File: config.mk
export PLATFORM = sky130hd
export DESIGN_NAME = nibble_serial_addsub_seq
export DESIGN_NICKNAME = d
export VERILOG_FILES = /design/src/rtl/nibble_serial_addsub_seq.sv
export SDC_FILE = /design/constraint.sdc
export NUM_CORES = 1
export LEC_CHECK = 0
export BUFFER_PORTS_ARGS = -buffer_cell sky130_fd_sc_hd__buf_2
export CAP_MARGIN = 10
export CORE_MARGIN = 2
export CORE_UTILIZATION = 58
export CTS_BUF_LIST = sky130_fd_sc_hd__clkbuf_4 sky130_fd_sc_hd__clkbuf_8
export CTS_CLUSTER_DIAMETER = 60
export DETAILED_ROUTE_END_ITERATION = 8
export PLACE_DENSITY = 0.87
export SLEW_MARGIN = 20
export SYNTH_ARGS = -nofsm -noshare
export SYNTH_HDL_FRONTEND = slang
export SYNTH_SLANG_ARGS = --single-unit
File: constraint.sdc
create_clock -name clk -period 5.6 [get_ports clk]
set_clock_uncertainty 0.1 [all_clocks]
set_input_delay 0.28 -clock clk [delete_from_list [all_inputs] [get_ports clk]]
set_output_delay 0.28 -clock clk [all_outputs]
set_load 0.03 [all_outputs]
File: src/rtl/nibble_serial_addsub_seq.sv
`default_nettype none
// +----------------------------------------------------------------------------+
// | Module  : nibble_serial_addsub_seq                                          |
// | Brief   : Wide add/subtract built one nibble per clock on an external        |
// |           4-bit adder/subtractor. Optional result clamp on signed overflow   |
// |           via NIBBLE_SERIAL_SATURATE_EN.                                      |
// | Revision: 1.0 - initial release                                             |
// +----------------------------------------------------------------------------+
module nibble_serial_addsub_seq #(
  parameter int NIBBLES = 4
) (
  input  logic                 clk,
  input  logic                 rst,
  input  logic                 in_valid,
  output logic                 in_ready,
  input  logic [4*NIBBLES-1:0] op_a,
  input  logic [4*NIBBLES-1:0] op_b,
  input  logic                 sub,
  output logic [3:0]           fa_A,
  output logic [3:0]           fa_B,
  output logic                 fa_Cin,
  input  logic [3:0]           fa_Sum,
  input  logic                 fa_Cout,
  output logic                 out_valid,
  input  logic                 out_ready,
  output logic [4*NIBBLES-1:0] result,
  output logic                 carry_out,
  output logic                 overflow
);

  localparam int c_W     = 4 * NIBBLES;
  localparam int c_IDX_W = (NIBBLES > 1) ? $clog2(NIBBLES) : 1;
  localparam logic [c_IDX_W-1:0] c_LAST_IDX = c_IDX_W'(NIBBLES - 1);

  typedef enum logic [1:0] {
    S_IDLE = 2'd0,
    S_RUN  = 2'd1,
    S_DONE = 2'd2
  } state_t;

  state_t             r_state;
  state_t             w_state_nxt;
  logic [c_W-1:0]     r_a;
  logic [c_W-1:0]     r_b;
  logic               r_sub;
  logic               r_carry;
  logic [c_IDX_W-1:0] r_idx;
  logic [c_W-1:0]     r_result;
  logic               r_carry_out;
  logic               r_overflow;

  logic               w_last;
  logic [3:0]         w_a_nib;
  logic [3:0]         w_b_nib;
  logic [c_W-1:0]     w_result_raw;
  logic [c_W-1:0]     w_result_nxt;
  logic               w_ovf;

  assign w_last  = (r_idx == c_LAST_IDX);
  assign w_a_nib = r_a[{r_idx, 2'b00} +: 4];
  assign w_b_nib = r_b[{r_idx, 2'b00} +: 4];

  // Result as it will look once the current nibble lands; overflow is only
  // meaningful on the last nibble, which is the only time it is registered.
  always_comb begin
    w_result_raw = r_result;
    w_result_raw[{r_idx, 2'b00} +: 4] = fa_Sum;
    w_ovf = (r_a[c_W-1] == (r_b[c_W-1] ^ r_sub)) &&
            (w_result_raw[c_W-1] != r_a[c_W-1]);
    w_result_nxt = w_result_raw;
`ifdef NIBBLE_SERIAL_SATURATE_EN
    if (w_last && w_ovf)
      w_result_nxt = r_a[c_W-1] ? {1'b1, {(c_W-1){1'b0}}} : {1'b0, {(c_W-1){1'b1}}};
`endif
  end

  always_ff @(posedge clk) begin
    if (rst) begin
      r_state     <= S_IDLE;
      r_a         <= '0;
      r_b         <= '0;
      r_sub       <= 1'b0;
      r_carry     <= 1'b0;
      r_idx       <= '0;
      r_result    <= '0;
      r_carry_out <= 1'b0;
      r_overflow  <= 1'b0;
    end else begin
      r_state <= w_state_nxt;
      case (r_state)
        S_IDLE: begin
          if (in_valid) begin
            r_a     <= op_a;
            r_b     <= op_b;
            r_sub   <= sub;
            r_carry <= sub;
            r_idx   <= '0;
          end
        end
        S_RUN: begin
          r_result <= w_result_nxt;
          r_carry  <= fa_Cout;
          r_idx    <= r_idx + 1'b1;
          if (w_last) begin
            r_carry_out <= fa_Cout;
            r_overflow  <= w_ovf;
          end
        end
        default: ;
      endcase
    end
  end

  // The adder XORs fa_B with its own Cin, so pre-inverting by sub^carry
  // leaves an effective B of b_nib^sub on every nibble.
  always_comb begin
    w_state_nxt = r_state;
    in_ready    = 1'b0;
    out_valid   = 1'b0;
    fa_A        = 4'h0;
    fa_B        = 4'h0;
    fa_Cin      = 1'b0;
    case (r_state)
      S_IDLE: begin
        in_ready = 1'b1;
        if (in_valid) w_state_nxt = S_RUN;
      end
      S_RUN: begin
        fa_A   = w_a_nib;
        fa_B   = w_b_nib ^ {4{r_sub ^ r_carry}};
        fa_Cin = r_carry;
        if (w_last) w_state_nxt = S_DONE;
      end
      S_DONE: begin
        out_valid = 1'b1;
        if (out_ready) w_state_nxt = S_IDLE;
      end
      default: w_state_nxt = S_IDLE;
    endcase
  end

  assign result    = r_result;
  assign carry_out = r_carry_out;
  assign overflow  = r_overflow;

endmodule
`default_nettype wire

**Word-level counts from Yosys, hierarchy flattened**

Cells that the tools add are included.

- Bits in registers: 56
- Input port bits: 42
- Output and inout bits: 29
- Logic and storage cells: 47

- Add/subtract/negate cells: 2
- Equal/unequal tests: 8
- Shifts and indexed selects: 4
- Mux-type cells: 14
- Bitwise operators: 3
- Reduce and logical (&&, ||, !) cells: 7

Operators with widths:

| kind | number |
|---|---|
| $shiftx 16x5->4 | 2 |
| $bwmux 16 | 1 |
| $shift 4x6->16 const A | 1 |
| $shiftx 4x6->16 | 1 |
| $mux 2 | 4 |
| $mux 4 | 2 |
| $ne 2x2->1 const B | 3 |
| $neg 4->6 | 1 |
| $pmux 2 s3 | 1 |
| $reduce_and 2->1 | 3 |
| $eq 2x2->1 const B | 2 |
| $mux 1 | 4 |
| $pmux 2 s2 | 1 |
| $xor 4x4->4 | 1 |
| $reduce_and 3->1 | 1 |
| $add 2x1->2 const B | 1 |
| $eq 2x1->1 const B | 1 |
| $logic_not 2->1 | 1 |
| $pmux 1 s2 | 1 |
| $reduce_bool 2->1 | 1 |
| $xor 1x1->1 | 2 |
| $eq 1x1->1 | 1 |
| $logic_and 1x1->1 | 1 |
| $ne 1x1->1 | 1 |

**Logic depth before layout (Yosys ltp)**

- Depth after elaboration: 5
- Gate-level depth with buffers: 8
- Mapped depth without buffers: 5

**Worst setup path before layout**

OpenSTA, ideal clock, no wires.

- Path type: reg-to-reg
- Start: register r_idx[0]
- End: register r_overflow, in the netlist overflow
- Setup time: 74 ps
- Arrival: 1923 ps
- Data required time: 5426 ps
- Path slack: 3503 ps
- Cell stages (with the launch flop): 8
- Buffers on the path: 2
- Period minus slack after synthesis: 2097 ps
- Cells stage by stage: dfxtp_1 -> buf_6 -> buf_4 -> inv_1 -> ha_1 -> nand4bb_4 -> or4_1 -> a31oi_1

- Cells in the longest elaborated chain, start to end: 5
- Elaborated cells on any way between the ends: 8
- Those cells by class: add/sub: 1; eq/ne: 2; shift: 2; mux: 1; reduce/logical: 2

Ends and longest elaborated chain:

| what | RTL line | source |
|---|---|---|
| from (decl) | 47 | `logic [c_IDX_W-1:0] r_idx;` |
| from (signal assigned) | 103 | `r_idx <= r_idx + 1'b1;` |
| $neg 4->6 | 67 | `w_result_raw[{r_idx, 2'b00} +: 4] = fa_Sum;` |
| $shiftx 4x6->16 or $shift 4x6->16 (tied branches) | 67 |  |
| $bwmux 16 | 67 |  |
| $ne 1x1->1 | 69 | `(w_result_raw[c_W-1] != r_a[c_W-1]);` |
| $logic_and 1x1->1 | 68 | `w_ovf = (r_a[c_W-1] == (r_b[c_W-1] ^ r_sub)) &&` |
| to (signal assigned) | 106 | `r_overflow <= w_ovf;` |
| to (decl) | 50 | `logic r_overflow;` |

Several ways; a longest one is shown, not always the timed one.
A chain may end at the register's enable or synchronous reset.

**Worst setup path after layout**

- Start: register r_idx[0]
- End: output port fa_B[0]

- Cells in the longest elaborated chain, start to end: 3

Ends and longest elaborated chain:

| what | RTL line | source |
|---|---|---|
| $shiftx 16x5->4 | 61 | `assign w_b_nib = r_b[{r_idx, 2'b00} +: 4];` |
| $xor 4x4->4 | 130 | `fa_B = w_b_nib ^ {4{r_sub ^ r_carry}};` |
| $mux 4 | 123 | `case (r_state)` |
| to (decl) | 20 | `output logic [3:0] fa_B,` |

Every way passes these cells.

==> summary.txt <==
Status
  • Outcome: finished clean

Pwr
  • Leak: 1.256 nW
  • Net Sw Frac: 0.2635
  • Seq pwr share: 0.530
  • Switching power of the nets: 216.0 uW
  • Overall power: 819.5 uW
  • Clock share of power: 0.327
  • Peak supply drop: 0.1319 mV
  • Power per cell area: 276.7 mW/mm^2
  • Internal power: between 600 and 700 uW
  • Logic pwr share: 0.144

CTS
  • Maximum clock path buffer count: 2
  • CTS tree: yes
  • Postcts setup bufs: 0
  • TritonCTS buffer count: 5
  • H-tree levels: 2
  • Clock sinks: 56
  • CTS root buf: clkbuf_8
  • Worst-path clk slew: ~0.10 ns
  • CTS Hold Bufs: 0
  • CTS resizes: 0
  • Worst-Skew Late Latency: around 0.31 ns

Finish
  • Fin cells: 398
  • Ant diodes: 0
  • Area Overhead vs Synth: 16.26%
  • Final nets: 392
  • Design area: 0.002962 mm^2
  • Fill count: between 300 and 400
  • Layout cell share with drive strength beyond 1: 0.2457

Synthesis
  • Yosys cell types: 36
  • Mapped Area: 0.002547 mm^2
  • Cell count after synthesis: 288
  • Ys Warns: 0
  • Sequential cell area fraction in the yosys report: 0.4401
  • Avg Synthesized Cell Area: 8.845 um^2
  • Synthesized flop and latch total: 56
  • Synthesized Nets: 335

Min path
  • HP Class: primary input to flop

Timing
  • Endpoints failing hold: 0
  • Worst Tran Pin Value: 0.9780 ns
  • RSZ-0062 raised after global routing: false
  • Setup violators final: 0
  • Max-Slew Margin vs Limit: 0.3480
  • Post-route setup TNS: 0 ns
  • Min Tclk post-route: between 2 and 3 ns
  • Period utilization: 0.4970
  • F_max: 0.3593 GHz
  • Final Max Tran Viols: 0

Route
  • Via-to-Cell Ratio: 5.520
  • Vias: between 2000 and 2500
  • Iter 0 DRT Violations: 191
  • Post-route ant nets: 0
  • Initial DRT Pass Iterations: 4
  • DRC: 0
  • Total Wirelength: 5451 um
  • DR WL/cell: 13.70 um

Global route
  • Gr ovfl total: 0
  • Initial antenna violation count: 0
  • Largest net degree at the start of global routing: 57
  • Global-route wire length before repair: 8749 um
  • Number of global-route vias before repair: 2021
  • Total track usage: 0.2220

Placement
  • Post-DP Area: between 0.002 and 0.003 mm^2
  • Placed Instances: 389
  • Port bufs: 70
  • Placer Congestion: around 0.79
  • Detail Placement HPWL: between 3000 and 4000 um

Floorplan
  • Die area: 0.004939 mm^2
  • Die width: 70.28 um
  • Total core area: 0.004294 mm^2
  • Rows: 24
  • Die H: 70.28 um
  • Initial core utilization: 0.5932
  • Ports: 71

Setup path
  • Worst Path Required: 5.22 ns
  • Critical path arrival: roughly 2.4 ns
  • Critical path class: flop to output pin
  • CP Launch Type: flop
  • CP endpoint kind: output pin
  • CP max FO: 21

Flow run
  • Max Cap Violations: 0
-- critical path, cell delays in order, from the launching register on --
cell     delay, ns
dfxtp_1       0.96
mux4_1        0.67
xnor2_1       0.16
nor2_1        0.10
buf_2         0.20
-- per-layer routing --
| layer | wire, um | GRT usage | share of wire | up-vias |
|---|---|---|---|---|
| li1 | - | - | - | 1105 |
| met1 | 2327 | 0.2691 | 0.43 | 1011 |
| met2 | 2676 | 0.3753 | 0.49 | 70 |
| met3 | 339 | 0.04906 | 0.062 | 11 |
| met4 | 108 | 0.1004 | 0.020 | 0 |
| met5 | 0 | 0 | 0 | - |
-- through the flow --
| stage | setup slack (ns) | util | hold slack (ns) |
|---|---|---|---|
| detailed placement | 2.991 | 0.6611 | 0.3435 |
| CTS | 2.806 | 0.6871 | 0.08855 |
| floorplan | 3.503 | - | 0.3160 |
| finish | 2.817 | 0.6897 | 0.09465 |
| global route | 2.663 | 0.6897 | 0.09260 |
| global placement | 3.094 | 0.6611 | 0.3376 |
-- worst paths after layout --
check / start / endpoint / slack, ns / depth (start not counted)
setup reg to reg: r_idx[0]$_SDFFE_PP0P_ / overflow$_SDFFE_PP0P_ / 2.96 / 5
hold reg to reg: r_b[9]$_SDFFE_PP0P_ / r_b[9]$_SDFFE_PP0P_ / 0.36 / 2
setup / recovery: r_idx[0]$_SDFFE_PP0P_ / fa_B[0] / 2.82 / 4
hold / removal: op_b[1] / r_b[1]$_SDFFE_PP0P_ / 0.09 / 3
-- cell usage in the layout, fill, tap and decap left out, types with 2 or more instances in the layout --
| master | instances |
|---|---|
| and2_1 | 5 |
| a32oi_1 | 7 |
| nand3b_1 | 5 |
| xnor2_1 | 4 |
| a21oi_1 | 45 |
| a31oi_1 | 2 |
| nor2b_1 | 2 |
| dfxtp_1 | 56 |
| nand3_1 | 4 |
| inv_1 | 5 |
| clkbuf_8 | 5 |
| buf_2 | 70 |
| xor2_1 | 2 |
| nand2_1 | 78 |
| mux4_1 | 7 |
| ha_1 | 5 |
| nor2_1 | 15 |
| nand2b_1 | 3 |
| nand4_1 | 8 |
-- kinds of logic (layout without fill, tap and decap cells) --
group                      after synthesis  count (layout)  synth area share
buffers and inverters                   26              84           0.05599
muxes                                    9               9           0.08546
xor gates and xnor gates                 6               6           0.02063
adders and majority gates                5               5           0.02456
and+or+nand+nor                        128             128            0.2426
DFF                                     56              56            0.4401
AOI/OAI and AO/OA                       58              58            0.1307
-- synth_stat cells --
| master | count | share of area |
|---|---|---|
| buf_2 | 6 | 0.012 |
| mux4_1 | 7 | 0.072 |
| and4bb_2 | 1 | 0.0049 |
| nor2b_1 | 2 | 0.0049 |
| o311a_1 | 1 | 0.0039 |
| o21a_1 | 1 | 0.0029 |
| or3b_2 | 1 | 0.0034 |
| nand4_1 | 8 | 0.020 |
| a32oi_1 | 7 | 0.024 |
| nand2_1 | 78 | 0.11 |
| nor3b_4 | 1 | 0.0074 |
| a21o_1 | 1 | 0.0029 |
| inv_1 | 5 | 0.0074 |
| xnor2_1 | 4 | 0.014 |
| nand3_1 | 4 | 0.0079 |
| a31oi_1 | 2 | 0.0049 |
| nor3b_1 | 1 | 0.0029 |
| or4_1 | 1 | 0.0029 |
| nand4bb_4 | 1 | 0.011 |
| ha_1 | 5 | 0.025 |
| a21oi_1 | 45 | 0.088 |
| nand2b_1 | 3 | 0.0074 |
| nor2_1 | 15 | 0.022 |
| buf_6 | 3 | 0.013 |
| and2_1 | 5 | 0.012 |
| nand3b_1 | 5 | 0.015 |
| buf_4 | 4 | 0.012 |
| o2111ai_1 | 1 | 0.0034 |
| and2b_1 | 1 | 0.0029 |
| clkbuf_1 | 7 | 0.010 |
| dfxtp_1 | 56 | 0.44 |
| xor2_1 | 2 | 0.0069 |
| buf_1 | 1 | 0.0015 |
| and3b_1 | 1 | 0.0034 |
| mux4_2 | 1 | 0.0088 |
| mux2_2 | 1 | 0.0044 |
-- final cells by class --
cell class | count | area (um^2) | share of cell area
Multi-Input combinational cell | 206 | 1284 | 0.4335
Sequential cell | 56 | 1121 | 0.3785
Timing Repair Buffer | 71 | 361.6 | 0.1221
Clock buffer | 6 | 76.32 | 0.02577
Tap cell | 52 | 65.06 | 0.02197
Clock inverter | 2 | 35.03 | 0.01183
Inverter | 5 | 18.77 | 0.006337
-- state kept, by name (all words and copies together) (netlist names) --
name,count
result,16
carry_out,1
r_carry,1
r_a,16
r_idx,2
r_state,2
overflow,1
r_sub,1
r_b,16
-- power groups by stage --
| stage | clock network (mW) | logic (mW) | registers (mW) |
|---|---|---|---|
| CTS | 0.271 | 0.117 | 0.434 |
| global placement | 0 | 0.113 | 0.442 |
| finish | 0.268 | 0.118 | 0.434 |
| global route | 0.284 | 0.129 | 0.437 |
| floorplan | 0 | 0.0912 | 0.437 |
| detailed placement | 0 | 0.116 | 0.443 |
(Power assumes the default switching activity.)
